--- src/rtl/traffic_demand_detector.sv ---
// Conditions the four raw loop detectors into latched per-approach demand requests,
// cleared when the approach is served green and aged toward a starvation flag.
module traffic_demand_detector #(
  parameter int DEBOUNCE = 4,
  parameter int MAX_WAIT = 64
) (
  input  logic       CLK,
  input  logic       RST,
  input  logic       ns_det,
  input  logic       ew_det,
  input  logic       sw_ne_det,
  input  logic       wn_es_det,
  input  logic [2:0] ns_light,
  input  logic [2:0] ew_light,
  input  logic [2:0] sw_ne_light,
  input  logic [2:0] wn_es_light,
  output logic       ns_traffic,
  output logic       ew_traffic,
  output logic       sw_ne_traffic,
  output logic       wn_es_traffic,
  output logic [3:0] starved,
  output logic [2:0] pending_count
);

  localparam int CW = $clog2(DEBOUNCE + 1);
  localparam int AW = $clog2(MAX_WAIT + 1);
  localparam logic [CW-1:0] CNT_MAX = CW'(DEBOUNCE);
  localparam logic [CW-1:0] CNT_SET = CW'(DEBOUNCE - 1);
  localparam logic [AW-1:0] AGE_MAX = AW'(MAX_WAIT);

  logic [3:0]      det;
  logic [3:0][2:0] light;
  logic [3:0]      req;

  assign det   = {wn_es_det, sw_ne_det, ew_det, ns_det};
  assign light = {wn_es_light, sw_ne_light, ew_light, ns_light};

  for (genvar i = 0; i < 4; i++) begin : g_lane
    logic          s1_q, s1_d;
    logic          s2_q, s2_d;
    logic          prev_green_q, prev_green_d;
    logic          req_q, req_d;
    logic [CW-1:0] cnt_q, cnt_d;
    logic [AW-1:0] age_q, age_d;
    logic          green;
    logic          green_edge;

    always_comb begin
      green        = (light[i] == 3'b001);
      green_edge   = green & ~prev_green_q;
      s1_d         = det[i];
      s2_d         = s1_q;
      prev_green_d = green;
      cnt_d        = cnt_q;
      req_d        = req_q;
      age_d        = age_q;

      // A served approach cannot build up a new request while it is green.
      if (green || !s2_q) begin
        cnt_d = '0;
      end else if (cnt_q != CNT_MAX) begin
        cnt_d = cnt_q + CW'(1);
      end

      // The green-edge clear takes priority over a request latching on the same edge.
      if (green_edge) begin
        req_d = 1'b0;
      end else if (!green && s2_q && (cnt_q == CNT_SET)) begin
        req_d = 1'b1;
      end

      if (!req_q || green_edge) begin
        age_d = '0;
      end else if (age_q != AGE_MAX) begin
        age_d = age_q + AW'(1);
      end
    end

    always_ff @(posedge CLK or negedge RST) begin
      if (!RST) begin
        s1_q         <= 1'b0;
        s2_q         <= 1'b0;
        prev_green_q <= 1'b0;
        req_q        <= 1'b0;
        cnt_q        <= '0;
        age_q        <= '0;
      end else begin
        s1_q         <= s1_d;
        s2_q         <= s2_d;
        prev_green_q <= prev_green_d;
        req_q        <= req_d;
        cnt_q        <= cnt_d;
        age_q        <= age_d;
      end
    end

    assign req[i]     = req_q;
    assign starved[i] = (age_q == AGE_MAX);
  end

  assign ns_traffic    = req[0];
  assign ew_traffic    = req[1];
  assign sw_ne_traffic = req[2];
  assign wn_es_traffic = req[3];

  assign pending_count = {2'b00, req[0]} + {2'b00, req[1]} + {2'b00, req[2]} + {2'b00, req[3]};

endmodule

--- config.mk ---
export PLATFORM = sky130hd
export DESIGN_NAME = traffic_demand_detector
export DESIGN_NICKNAME = d
export VERILOG_FILES = /design/src/rtl/traffic_demand_detector.sv
export SDC_FILE = /design/constraint.sdc
export NUM_CORES = 1
export LEC_CHECK = 0
export CORE_MARGIN = 4
export CORE_UTILIZATION = 56
export DETAILED_ROUTE_END_ITERATION = 16
export GPL_TIMING_DRIVEN = 0
export HOLD_SLACK_MARGIN = 0.1
export PLACE_DENSITY = 0.88
export SYNTH_ARGS = -nofsm -noshare
export SYNTH_HDL_FRONTEND = slang
export SYNTH_SLANG_ARGS = --single-unit
export TNS_END_PERCENT = 50
--- constraint.sdc ---
create_clock -name CLK -period 1.95 [get_ports CLK]
set_clock_uncertainty 0.05 [all_clocks]
set_input_delay 0.195 -clock CLK [delete_from_list [all_inputs] [get_ports CLK]]
set_output_delay 0.195 -clock CLK [all_outputs]
set_load 0.02 [all_outputs]
# --- Yosys cells after proc, flatten, opt, wreduce, memory -nomap -nowiden ---
# Cells that the tools add are included.
word_totals:
  output_inout_bits: 11
  input_bits: 18
  ff_bits: 56
  elab_cells: 127
classes:
  reduce_logical: 40
  bitwise: 8
  n_addsub: 11
  n_mux: 24
  n_eq_ne: 20
op_table:
  columns: ["cell", "n"]
  rows:
  - ["7-bit 2-to-1 mux", 8]
  - ["7-bit by 1-bit adder with 7-bit output (second input constant)", 4]
  - ["7-bit equality test (second input constant)", 4]
  - ["7-bit inequality test (second input constant)", 4]
  - ["3-bit 2-to-1 mux", 8]
  - ["2-bit nonzero test", 12]
  - ["3-bit by 1-bit adder with 3-bit output (second input constant)", 4]
  - ["3-bit by 1-bit equality test with 1-bit output (second input constant)", 4]
  - ["3-bit by 2-bit equality test with 1-bit output (second input constant)", 4]
  - ["1-bit logical NOT", 12]
  - ["3-bit inequality test (second input constant)", 4]
  - ["1-bit logical AND", 8]
  - ["1-bit logical OR", 8]
  - ["1-bit 2-to-1 mux", 8]
  - ["1-bit bitwise AND", 4]
  - ["1-bit inverter", 4]
  - ["2-bit by 1-bit adder with 3-bit output", 1]
  - ["3-bit by 1-bit adder with 3-bit output", 1]
  - ["1-bit by 1-bit adder with 2-bit output", 1]

# --- Depth between registers and ports, before layout ---
logic_depth:
  depth_word: 6
  mapped_depth: 5
  depth_no_buf: 5

# --- Least setup slack after synthesis ---
# OpenSTA, ideal clock, no wires.
synth_timing:
  path_kind: "reg-to-output"
  startpoint: "register g_lane[0].req_q, in the netlist ns_traffic"
  endpoint: "output port pending_count[1]"
  stages_incl_launch_ff: 6
  t_required_ns: 1.705
  n_path_buf: 0
  arrival_time_ns: 1.628
  path_slack_ns: 0.077
  cell_sequence: "dfrtp_1 -> inv_1 -> fa_1 -> inv_1 -> ha_1 -> ha_1"
synth_between:
  elab_chain_len: 3
synth_rtl:
  columns: ["item", "line_no", "source"]
  rows:
  - ["start: declaration", "42", "logic req_q, req_d;"]
  - ["start signal: assignment", "91", "req_q <= req_d;"]
  - ["1-bit by 1-bit adder with 2-bit output", "106", "assign pending_count = {2'b00, req[0]} + {2'b00, req[1]} + {2'b00, req[2]} + {2'b00, req[3]};"]
  - ["2-bit by 1-bit adder with 3-bit output", "106", null]
  - ["3-bit by 1-bit adder with 3-bit output", "106", null]
  - ["end: declaration", "22", "output logic [2:0] pending_count"]
# No other way between the ends.

# --- Worst setup path after layout ---
layout_timing:
  startpoint: "register g_lane[1].req_q, in the netlist ew_traffic"
  endpoint: "output port pending_count[1]"
layout_between:
  elab_chain_len: 3
layout_rtl:
  columns: ["item", "line_no"]
  rows:
  - ["start: declaration", "42"]
  - ["start signal: assignment", "91"]
  - ["1-bit by 1-bit adder with 2-bit output", "106"]
  - ["2-bit by 1-bit adder with 3-bit output", "106"]
  - ["3-bit by 1-bit adder with 3-bit output", "106"]
# No other way between the ends.

==> impl_metrics.tcl <==
set metrics [dict create \
    status "finished with violations" \
    violations "negative setup slack" \
    startpoint "ew_traffic" \
    reg2reg_setup_slack_ns 0.37 \
    synth_compound_area_share_pct 9.36 \
    viasPerCell 5.42 \
    slew_headroom_pct 50.2 \
    yosys.area_share.simple_pct 18.1 \
    fin_crit_sh_pct 106 \
    num_antenna_cells 0 \
    synth-seq-area-share_pct 51.9 \
    regArea_sq_mm 0.00140 \
    cts_max_level 2 \
    leakage_uw 0.00140 \
    syn_avg_cell_area_sq_um 10.2 \
    grt.total_usage_pct 17.5 \
    min_from "ns_det" \
    critical_path.reg2reg.endpoint "g_lane[0].age_q[1]" \
    syn_nets 306 \
    grt_max_degree 42 \
    synth_largest_area_cell "dfrtp_1" \
    dpl.hpwl_um 3500 \
    yosys-top-cells-area "dfrtp_1, ha_1, inv_1, a21oi_1, o21ai_0" \
    root_buffer "clkbuf_8" \
    rsz0062_at_grt "yes" \
    routabilityCongestion 0.842 \
    final_cells 359 \
    clock_latency_ns 0.31 \
    cp.arrival_ns 1.83 \
    core_sq_mm 0.00469 \
    die_w_um 77.5 \
    syn_inst 265 \
    clk_pin_slew_ns 0.09 \
    synth_edf_count 0 \
    synth_ff_type "dfrtp_1" \
    dr.pass1.iters 4 \
    synthToLayoutAreaGrowth_pct 19.9 \
    crit_type "flip-flop to output port" \
    worst_slack_ns -0.124 \
    grt_overflow_total 0 \
    dieHeight_um 77.5 \
    yosys.cell_types.count 26 \
    wl_um 4760 \
    clock_path_buffers 2 \
    dp.cells 348 \
    vias 1944 \
    ys_async_sr_fraction_pct 100 \
    utilization_pct 69.0 \
    grt_pass1_vias 1931 \
    finalMaxSlewViolations 0 \
    yosys_warnings 0 \
    holdPathStages 1 \
    r2r_start "g_lane[0].age_q[4]" \
    cts_tree "done" \
    drive_above_1_share_pct 11.1 \
    multi_input_area_sq_mm 0.00121 \
    die_area_sq_mm 0.00600 \
    finalNetCount 345 \
    startpoint_type "flip-flop" \
    dp_slack_ns -0.340 \
    synth_top_area_share_pct 51.9 \
    top_level_ports 29 \
    cts_buffers 5 \
    layout_min_cycle_time_ns 2.07 \
    hold_viol 0 \
    drtIter0Drc 94 \
    start_util_pct 57.6 \
    worst_pin_slew_ns 0.739 \
    synth.mux.area_fraction_pct 0 \
    wl_per_cell_um 13.3 \
    netlist_area_sq_mm 0.00270 \
    max_freq_ghz 0.482 \
    critPathMaxFanout 2 \
    antenna_found_initial 0 \
    synth_top_family_by_area "simple AND/OR/NAND/NOR gates" \
    min_to "g_lane[0].s1_q" \
    hp-class "input port to flip-flop" \
    power_uw 2880 \
    clkSinkCount 56 \
    vdd_drop_max_uv 777 \
    synth_fa_ha_area_share_pct 10.9 \
    required_ns 1.70 \
    drc 0 \
    setup_viol 2 \
    ys_ff_latch 56 \
    maxCapViolations 0 \
    yosysMostFrequentCell "dfrtp_1" \
    power_density_mw_per_mm2 888 \
    rows 25 \
    ant_nets 0 \
    synth_common_cells "dfrtp_1, inv_1, a21oi_1, ha_1, nand2_1" \
    grt_pass1_wl_um 8490 \
    end_kind "output port" \
    portBuffers 28 \
    synth_xor_area_share_pct 5.19 \
    fillers 338 \
    worstRegToRegCells 3 \
]
-- logic make-up after synthesis --
logic type	after synthesis
compound gates	45
fa+ha+maj	23
flops	56
buf+inv	33
simple gates	92
xor+xnor	16
-- worst max-delay path by stage --
stage | endpoint | cells past startpoint
2_1_floorplan | pending_count[1] | 5
3_3_place_gp | g_lane[1].age_q[0] | 1
3_5_place_dp | pending_count[1] | 6
4_1_cts | pending_count[1] | 6
5_1_grt | pending_count[1] | 6
6_report | pending_count[1] | 6
-- stage by stage --
step	TNS (ns)	hold WS [ns]	instance area, sq um
2_1_floorplan	0	-0.151	2700
3_3_place_gp	-59.00	0.285	3050
3_5_place_dp	-0.874	0.0845	3060
4_1_cts	-0.185	0.264	3230
5_1_grt	-0.317	0.259	3240
6_report	-0.162	0.264	3240
-- per-layer routing --
metal | track usage, % | up-vias | wire length, um
li1 | - | 972 | -
met1 | 22.7 | 940 | 2140
met4 | 6.05 | 0 | 65
met2 | 29.6 | 26 | 2370
met3 | 3.25 | 6 | 176
met5 | 0 | - | 0
-- layout by cell type (no fill, tap or decap), types with 2 or more instances in the layout --
master	Yosys	final
nand2_1	19	19
ha_1	22	20
nor3_1	9	9
xor2_1	8	8
nor3b_1	8	8
o21ai_0	18	18
or3_1	10	10
inv_2	0	4
inv_1	32	28
buf_4	0	5
ha_4	0	2
nand2b_1	4	4
a21oi_1	22	22
clkdlybuf4s50_1	0	20
xnor2_1	8	8
a21o_1	2	2
nand3_1	17	17
dfrtp_1	56	56
buf_6	0	3
nor2_1	17	15
clkbuf_8	0	7
nor2_2	0	2
or4_4	2	2
-- critical path, stage by stage, from the launching register on --
cell	delay, ns
dfrtp_1	0.37
inv_2	0.04
fa_1	0.54
inv_2	0.05
ha_4	0.15
ha_4	0.25
buf_6	0.11
-- sequential cells by signal, summed over array words and instances, names as in the netlist --
signal               cells
sw_ne_traffic            1
g_lane.age_q            28
g_lane.cnt_q            12
g_lane.prev_green_q      4
wn_es_traffic            1
g_lane.s2_q              4
ns_traffic               1
g_lane.s1_q              4
ew_traffic               1
-- power by group --
| group | total [uW] | switching [uW] | internal (uW) | leakage (uW) |
|---|---|---|---|---|
| clock | 816 | 363 | 453 | 0.0000645 |
| combinational | 711 | 374 | 337 | 0.000591 |
| sequential | 1350 | 90.1 | 1260 | 0.000748 |
| total | 2880 | 827 | 2050 | 0.00140 |
-- what timing repair did --
action	in CTS	in global routing
pin swaps	2	0
resized for setup	40	6
endpoints found under the hold margin	15	0
setup buffers	2	0
hold buffers	1	0
endpoints found under the setup margin	7	7
-- final cells by class --
class                           count  area share [%]
Buffer                              1           0.116
Clock buffer                        7            2.97
Clock inverter                      1           0.927
Inverter                           32            3.71
Multi-Input combinational cell    176            37.3
Sequential cell                    56            43.3
Tap cell                           54            2.09
Timing Repair Buffer               32            9.62
Note: power is estimated with default switching activity, not from simulation.
